<file path="config.mk">
export PLATFORM = sky130hd
export DESIGN_NAME = mem_port_arbiter
export DESIGN_NICKNAME = d
export VERILOG_FILES = /design/src/rtl/mem_port_arbiter_pkg.sv /design/src/rtl/mem_port_arbiter_rr_arbiter_2.sv /design/src/rtl/mem_port_arbiter.sv
export SDC_FILE = /design/constraint.sdc
export NUM_CORES = 1
export LEC_CHECK = 0
export CAP_MARGIN = 20
export CORE_ASPECT_RATIO = 1.2
export CORE_MARGIN = 2
export CORE_UTILIZATION = 40
export CTS_BUF_LIST = sky130_fd_sc_hd__clkbuf_16
export DETAILED_ROUTE_END_ITERATION = 16
export DONT_BUFFER_PORTS = 1
export SLEW_MARGIN = 20
export SYNTH_ARGS = -nofsm -noshare
export SYNTH_HDL_FRONTEND = slang
export SYNTH_SLANG_ARGS = --single-unit
</file>
<file path="constraint.sdc">
create_clock -name clk -period 3.4 [get_ports clk]
set_clock_uncertainty 0.1 [all_clocks]
set_input_delay 0.51 -clock clk [delete_from_list [all_inputs] [get_ports clk]]
set_output_delay 0.51 -clock clk [all_outputs]
set_load 0.02 [all_outputs]
</file>
<file path="src/rtl/mem_port_arbiter_pkg.sv">
// Shared encodings for the RAM port arbiter: FSM states and requester IDs.
// Values match the legacy include file so existing decode logic still lines up.
package mem_port_arbiter_pkg;

   localparam logic [1:0] ST_IDLE  = 2'd0;
   localparam logic [1:0] ST_ISSUE = 2'd1;
   localparam logic [1:0] ST_WAIT  = 2'd2;
   localparam logic [1:0] ST_RESP  = 2'd3;

   localparam logic PORT_FETCH = 1'b0;
   localparam logic PORT_DATA  = 1'b1;

endpackage

</file>
<file path="src/rtl/mem_port_arbiter_rr_arbiter_2.sv">
// Two-way arbiter between fetch and data requesters; owns last_grant.
// Round-robin on ties, or data always wins ties when DATA_PRIO is set.
module rr_arbiter_2
   import mem_port_arbiter_pkg::*;
#(
   parameter int DATA_PRIO = 0
)(
   input  logic clk,
   input  logic rst,
   input  logic i_req_f,
   input  logic i_req_d,
   input  logic i_advance,
   output logic o_grant_valid,
   output logic o_grant_id
);

   logic r_last_grant;

   always_comb begin
      o_grant_valid = i_req_f | i_req_d;
      if (i_req_f && i_req_d) begin
         o_grant_id = (DATA_PRIO != 0) ? PORT_DATA : ~r_last_grant;
      end else begin
         o_grant_id = i_req_d ? PORT_DATA : PORT_FETCH;
      end
   end

   // Reset to data so that fetch wins the first tie.
   always_ff @(posedge clk or posedge rst) begin
      if (rst) begin
         r_last_grant <= PORT_DATA;
      end else if (i_advance && o_grant_valid) begin
         r_last_grant <= o_grant_id;
      end
   end

endmodule

</file>
<file path="src/rtl/mem_port_arbiter.sv">
// Shares one single-port synchronous RAM between instruction fetch and the data path.
// One access at a time: IDLE -> ISSUE -> (write: IDLE | read: WAIT -> RESP -> IDLE).
module mem_port_arbiter
   import mem_port_arbiter_pkg::*;
#(
   parameter int ADDR_W       = 15,
   parameter int DATA_W       = 16,
   parameter int READ_LATENCY = 1,
   parameter int DATA_PRIO    = 0
)(
   input  logic              clk,
   input  logic              rst,
   input  logic              f_req,
   input  logic [ADDR_W-1:0] f_addr,
   output logic              f_ack,
   output logic [DATA_W-1:0] f_rdata,
   output logic              f_rvalid,
   input  logic              d_req,
   input  logic              d_we,
   input  logic [ADDR_W-1:0] d_addr,
   input  logic [DATA_W-1:0] d_wdata,
   output logic              d_ack,
   output logic [DATA_W-1:0] d_rdata,
   output logic              d_rvalid,
   output logic              mem_en,
   output logic              mem_we,
   output logic [ADDR_W-1:0] mem_addr,
   output logic [DATA_W-1:0] mem_wdata,
   input  logic [DATA_W-1:0] mem_rdata,
   output logic              busy
);

   localparam logic [2:0] LAT_LOAD = 3'(READ_LATENCY - 1);

   if (READ_LATENCY < 1 || READ_LATENCY > 7) begin : g_bad_latency
      $error("mem_port_arbiter: READ_LATENCY=%0d is outside 1..7", READ_LATENCY);
   end

   logic [1:0] r_state;
   logic       r_winner;
   logic       r_is_write;
   logic [2:0] r_count;
   logic       w_advance;
   logic       w_grant_valid;
   logic       w_grant_id;

   assign w_advance = (r_state == ST_IDLE);

   rr_arbiter_2 #(.DATA_PRIO(DATA_PRIO)) u_arb (
      .clk           (clk),
      .rst           (rst),
      .i_req_f       (f_req),
      .i_req_d       (d_req),
      .i_advance     (w_advance),
      .o_grant_valid (w_grant_valid),
      .o_grant_id    (w_grant_id)
   );

   always_ff @(posedge clk or posedge rst) begin
      if (rst) begin
         r_state    <= ST_IDLE;
         r_winner   <= PORT_FETCH;
         r_is_write <= 1'b0;
         r_count    <= '0;
         f_ack      <= 1'b0;
         d_ack      <= 1'b0;
         f_rvalid   <= 1'b0;
         d_rvalid   <= 1'b0;
         f_rdata    <= '0;
         d_rdata    <= '0;
         mem_en     <= 1'b0;
         mem_we     <= 1'b0;
         mem_addr   <= '0;
         mem_wdata  <= '0;
         busy       <= 1'b0;
      end else begin
         f_ack    <= 1'b0;
         d_ack    <= 1'b0;
         f_rvalid <= 1'b0;
         d_rvalid <= 1'b0;
         mem_en   <= 1'b0;
         mem_we   <= 1'b0;
         case (r_state)
            ST_IDLE: begin
               // Winner's request fields are captured straight into the RAM outputs.
               if (w_grant_valid) begin
                  r_state  <= ST_ISSUE;
                  r_winner <= w_grant_id;
                  busy     <= 1'b1;
                  mem_en   <= 1'b1;
                  if (w_grant_id == PORT_DATA) begin
                     d_ack      <= 1'b1;
                     mem_addr   <= d_addr;
                     mem_we     <= d_we;
                     mem_wdata  <= d_wdata;
                     r_is_write <= d_we;
                  end else begin
                     f_ack      <= 1'b1;
                     mem_addr   <= f_addr;
                     r_is_write <= 1'b0;
                  end
               end
            end
            ST_ISSUE: begin
               if (r_is_write) begin
                  r_state <= ST_IDLE;
                  busy    <= 1'b0;
               end else begin
                  r_state <= ST_WAIT;
                  r_count <= LAT_LOAD;
               end
            end
            ST_WAIT: begin
               if (r_count == '0) begin
                  r_state <= ST_RESP;
                  if (r_winner == PORT_DATA) begin
                     d_rdata  <= mem_rdata;
                     d_rvalid <= 1'b1;
                  end else begin
                     f_rdata  <= mem_rdata;
                     f_rvalid <= 1'b1;
                  end
               end else begin
                  r_count <= r_count - 3'd1;
               end
            end
            default: begin
               r_state <= ST_IDLE;
               busy    <= 1'b0;
            end
         endcase
      end
   end

endmodule
</file>
======== After elaboration in Yosys (flattened, before gate mapping) ========
Cells that the tools add are included.
cells by class
  reductions and logical operators ........ 12
  multiplexer cells ....................... 30
  add/sub/neg operators ................... 1
  equality and inequality tests ........... 7
  bitwise logic cells ..................... 4
operators with widths
  operator               number
  $mux W1                21
  $mux W15               1
  $reduce_and A3 Y1      5
  $ne A2 B2 Y1 const B   5
  $mux W2                3
  $mux W3                2
  $pmux W2 S3            1
  $pmux W3 S2            1
  $reduce_and A2 Y1      2
  $logic_not A3 Y1       1
  $not A1 Y1             3
  $pmux W1 S3            1
  $sub A3 B1 Y3 const B  1
  $eq A2 B1 Y1 const B   1
  $eq A2 B2 Y1 const B   1
  $logic_and A1 B1 Y1    2
  $logic_not A2 Y1       1
  $reduce_bool A2 Y1     1
  $or A1 B1 Y1           1
word-level totals
  output and inout port bits .............. 70
  register bits ........................... 78
  bits of input ports ..................... 67

======== Logic depth before layout (Yosys ltp) ========
  word-level depth ........................ 5
  depth in mapped cells ................... 7

======== Hierarchy ========
Synthesis repeated with hierarchy kept, for this count alone.
second synthesis, totals
  cell total of the unflattened synthesis .. 227
  area total of the unflattened synthesis .. 3178.0 um^2
modules (own cells, without submodules)
  module            area an instance (um^2)  cells each  seq. area each (um^2)  times used
  mem_port_arbiter  3123.0                   221         1926.8                 1
  rr_arbiter_2      55.1                     6           26.3                   1

======== Worst setup path before layout ========
Ideal clock, no wire load.
  kind .................................... flip-flop to flip-flop
  start point ............................. register r_count[0]
  end point ............................... register f_rdata[0]
  path buffers ............................ 1
  stages on the path, launching flop included .. 7
  arrival time ............................ 1.683 ns
  path slack .............................. 1.492 ns
  cell sequence ........................... dfrtp_1 -> inv_1 -> ha_1 -> nand2b_2 -> nor3_2 -> buf_6 -> mux2_2
on the way
  word-level cells in the longest chain between the ends .. 2
RTL lines
  what                         line                     source
  start, declared              mem_port_arbiter.sv:42   logic [2:0] r_count;
  start signal, assigned       mem_port_arbiter.sv:124  r_count <= r_count - 3'd1;
  $logic_not A3 Y1             mem_port_arbiter.sv:114  if (r_count == '0) begin
  $reduce_and A3 Y1 (no line)  -
  end signal, assigned         mem_port_arbiter.sv:120  f_rdata <= mem_rdata;
  end, declared                mem_port_arbiter.sv:16   output logic [DATA_W-1:0] f_rdata,
No other way between the ends.
A chain may end at the register's enable or synchronous reset.

======== Final worst setup path ========
  start point ............................. register r_count[0]
  end point ............................... register d_rdata[8]
on the way
  word-level cells in the longest chain between the ends .. 2
RTL lines
  what                         line                     source
  $logic_not A3 Y1             mem_port_arbiter.sv:114
  $reduce_and A3 Y1 (no line)  -
  end signal, assigned         mem_port_arbiter.sv:117  d_rdata <= mem_rdata;
  end, declared                mem_port_arbiter.sv:23   output logic [DATA_W-1:0] d_rdata,
No other way between the ends.

==> reports/results.env <==
DRT_PASS1_ITERATIONS=4
YOSYS.CELL_TYPES.COUNT=33
YOSYSTOPAREACELL='sky130_fd_sc_hd__dfrtp_1'
CLK_NETWORK_PWR_SHARE=0.243
CTS.REPORTEDPATHS.CLKPINSLEW_NS=0.06
SYNTH-SEQ-CELLS=78
OUTCOME='complete, no violations'
TIMING.MAX_CAP.VIOLATIONS=0
FINAL.MIN_CLOCK_PERIOD_NS=2.24
IOS=137
MAXIMUM_LEVEL_OF_THE_CTS_H_TREE=3
DIE_WIDTH_UM=85.5
GRT_PASS1_VIAS=1887
WORST-SLEW-PIN-TRANSITION_NS=0.943
WL_UM=6170
REPORT.FINAL.SETUP_VIOL=0
CLOCK_SINKS=78
FP-ROW-COUNT=35
CTS_RESIZED=0
IO_BUFFER_COUNT=0
POWER_SWITCHING_W=0.00159
CTS_MADE_BUFFERS=9
SYN_AVG_CELL_AREA_UM2=13.7
CRITPATHMAXFANOUT=17
GLOBAL_ROUTE_WIRE_LENGTH_BEFORE_REPAIR_UM=9420
SWSHARE=0.386
POWER-PER-CELL-AREA_nW_PER_UM2=1150
STARTING_DENSITY_OF_THE_CORE=0.413
RELSLEWSLACK=0.371
INITIAL_ANTENNA_VIOLATION_COUNT=0
TIMING.SETUP.TNS_NS=0
SEQ_AREA_FRAC_SYNTH=0.613
YOSYSWARNINGS=0
AREA_GROWTH_SYN_TO_LAYOUT_PCT=11.9
YOSYS-TOP-CELLS-AREA='sky130_fd_sc_hd__dfrtp_1 (61%), sky130_fd_sc_hd__mux2_2 (14%), sky130_fd_sc_hd__mux2_4 (4.2%), sky130_fd_sc_hd__nand2_1 (3.1%), sky130_fd_sc_hd__a21oi_1 (2.2%)'
MAXCLOCKFREQUENCY_MHz=446
TRITONCTS='yes'
YOSYSTOPAREACELLSHARE=0.605
GRT_SETUP_UNREPAIRED='false'
POST-ROUTE-DRC-COUNT=0
ROUTABILITYCONGESTION=0.727
POWER.SHARE.SEQUENTIAL=0.540
ROUTE.DETAILED.WL_PER_INST_UM=18.4
CLOCK_TREE.ROOT_CELL='sky130_fd_sc_hd__clkbuf_16'
DIE_HEIGHT_UM=102
PERIOD_SHARE=0.660
DRIVE_GT1_FRAC=0.329
MIN_DELAY_WORST_TYPE='in -> async'
WORSTSETUPPATHTYPE='reg -> reg'
CLOCK_TREE.BUFFER_DEPTH=2
CRIT_PATH_START_KIND='flip-flop'
NETLIST_INSTANCES=233
SEQ_AREA_UM2=1950
SHARE_COMB_OF_TOTAL_POWER=0.217
LAYOUT.FILLER_CELLS=706
MULTI_INPUT_AREA_UM2=1110
ROUTE.DETAILED.VIAS_PER_INST=5.59
WORST_SLACK_AT_PLACEMENT_NS=1.14
FINAL_NETS=307
GRT_USE_TOTAL=0.142
DRT_ITER0_MARKERS=55
GLOBALROUTE.TOTALOVERFLOW=0
HALF_PERIMETER_WIRE_LENGTH_OF_THE_DETAILED_PLACEMENT_RESULT_UM=4250
PIN_COUNT_OF_THE_BIGGEST_NET_ENTERING_GLOBAL_ROUTING=54
ANTENNA_CELLS_INSERTED=0
INSERTION_DELAY_NS=0.32
SYNTH.CELL_AREA_UM2=3180
CRIT_REQUIRED_NS=3.50
DRV_SLEW=0
CORE_REGION_AREA_UM2=7710
INTERNAL_POWER_W=0.00252
CRITPATHARRIVALTIME_NS=2.35
FINAL_HOLD_VIOL_COUNT=0
P_LEAK_nW=1.61
VDD_IR_DROP_MAX_V=0.000599
VIA_COUNT=1872
POST-CTS-SETUP-BUFFER-COUNT=0
SYN-NUM-NETS=302
WORST_SETUP_PATH_END_KIND='flip-flop'
FINAL_CRITICAL_PATH_SETUP_SLACK_NS=1.16
ANT_NETS=0
HOLD_BUFFERS_POST_CTS=0
FULL_DIE_AREA_UM2=8690
worst paths after layout:
path                               startpoint                  to  slack, ns  depth (start not counted)
min in group clk                   f_addr[10]        mem_addr[10]       0.23                          1
max                                r_count[0]          d_rdata[8]       1.16                          5
min reg2reg                u_arb.r_last_grant  u_arb.r_last_grant       0.43                          1
max reg2reg                        r_count[0]          d_rdata[8]       1.16                          5
min                                       rst          f_rdata[0]       0.12                          1
max in group asynchronous                 rst       mem_wdata[14]       2.35                          2
cell usage in the layout (no fill, tap or decap), drive strengths merged:
cell type  instances
a31o               1
a31oi             11
a21boi             1
clkinv             4
nand2             26
o21ai              4
nor3               3
nand2b             2
or3                1
a21oi             14
a21bo              1
nand3b             1
a221o              4
or2                2
and4b              1
inv                6
a211oi             2
dfrtp             77
a21o               2
o22ai              1
and3               5
dfstp              1
bufinv             2
buf                5
clkbuf             9
ha                 2
mux2              48
nor4b              1
clkinvlp           2
nor2               4
layer usage:
layer | global-route usage | share of wire
met5 | 0 | 0
met1 | 0.174 | 0.42
met3 | 0.0660 | 0.11
met2 | 0.201 | 0.45
met4 | 0.0916 | 0.017
cell families after synthesis:
family	count (synthesis)	synth area share
flip-flops	78	0.613
AND/OR/NAND/NOR	46	0.0798
AO/OA/AOI/OAI	41	0.0821
adder cells (fa/ha/maj)	2	0.00786
buffers and inverters	18	0.0365
multiplexers	48	0.180
final cells by class:
cell class / instances / area share
Inverter: 7 / 0.00773
Sequential cell: 78 / 0.548
Clock inverter: 7 / 0.0249
Timing Repair Buffer: 5 / 0.0105
Clock buffer: 9 / 0.0632
Tap cell: 92 / 0.0323
Multi-Input combinational cell: 137 / 0.313
state kept, by name (all words and copies together) (netlist names):
name,count
busy,1
d_ack,1
d_rdata,16
d_rvalid,1
f_ack,1
f_rdata,16
f_rvalid,1
mem_addr,15
mem_en,1
mem_wdata,16
mem_we,1
r_count,3
r_is_write,1
r_state,2
r_winner,1
u_arb.r_last_grant,1
stage by stage:
step / std cells / util / power [W] / hold slack, ns / area [um^2]
3_5_place_dp: 319 / 0.421 / 0.00315 / 0.420 / 3250
2_1_floorplan: 233 / - / 0.00296 / 0.384 / 3180
6_report: 335 / 0.462 / 0.00411 / 0.124 / 3560
4_1_cts: 335 / 0.462 / 0.00417 / 0.152 / 3560
5_1_grt: 335 / 0.462 / 0.00435 / 0.198 / 3560
3_3_place_gp: 319 / 0.421 / 0.00312 / 0.408 / 3250
power by group through the flow:
stage               clock network (W)  registers, W  logic (W)
floorplan                           0       0.00212   0.000837
global placement                    0       0.00224   0.000877
detailed placement                  0       0.00224   0.000914
CTS                           0.00103       0.00223   0.000912
global route                  0.00107       0.00228    0.00100
finish                        0.00100       0.00222   0.000893
worst max-delay path, cell delays in order (launching register included):
cell and delay [ns]:
sky130_fd_sc_hd__dfrtp_1 0.39, sky130_fd_sc_hd__inv_1 0.12, sky130_fd_sc_hd__ha_1 0.19, sky130_fd_sc_hd__nand2b_2 0.12
sky130_fd_sc_hd__or3_1 0.76, sky130_fd_sc_hd__mux2_4 0.44
cell usage after synthesis (all sizes together):
master,count
or3,1
inv,7
dfrtp,77
or2,2
nor4b,1
a31o,1
nand2,26
and4b,1
o22ai,1
nand2b,2
a31oi,11
o21ai,4
buf,7
a21bo,1
clkbuf,4
nor2,4
a211oi,2
a21boi,1
a21oi,14
a21o,2
nand3b,1
nor3,3
and3,5
dfstp,1
mux2,48
ha,2
a221o,4
No activity file was read; power rests on OpenSTA's default activity.
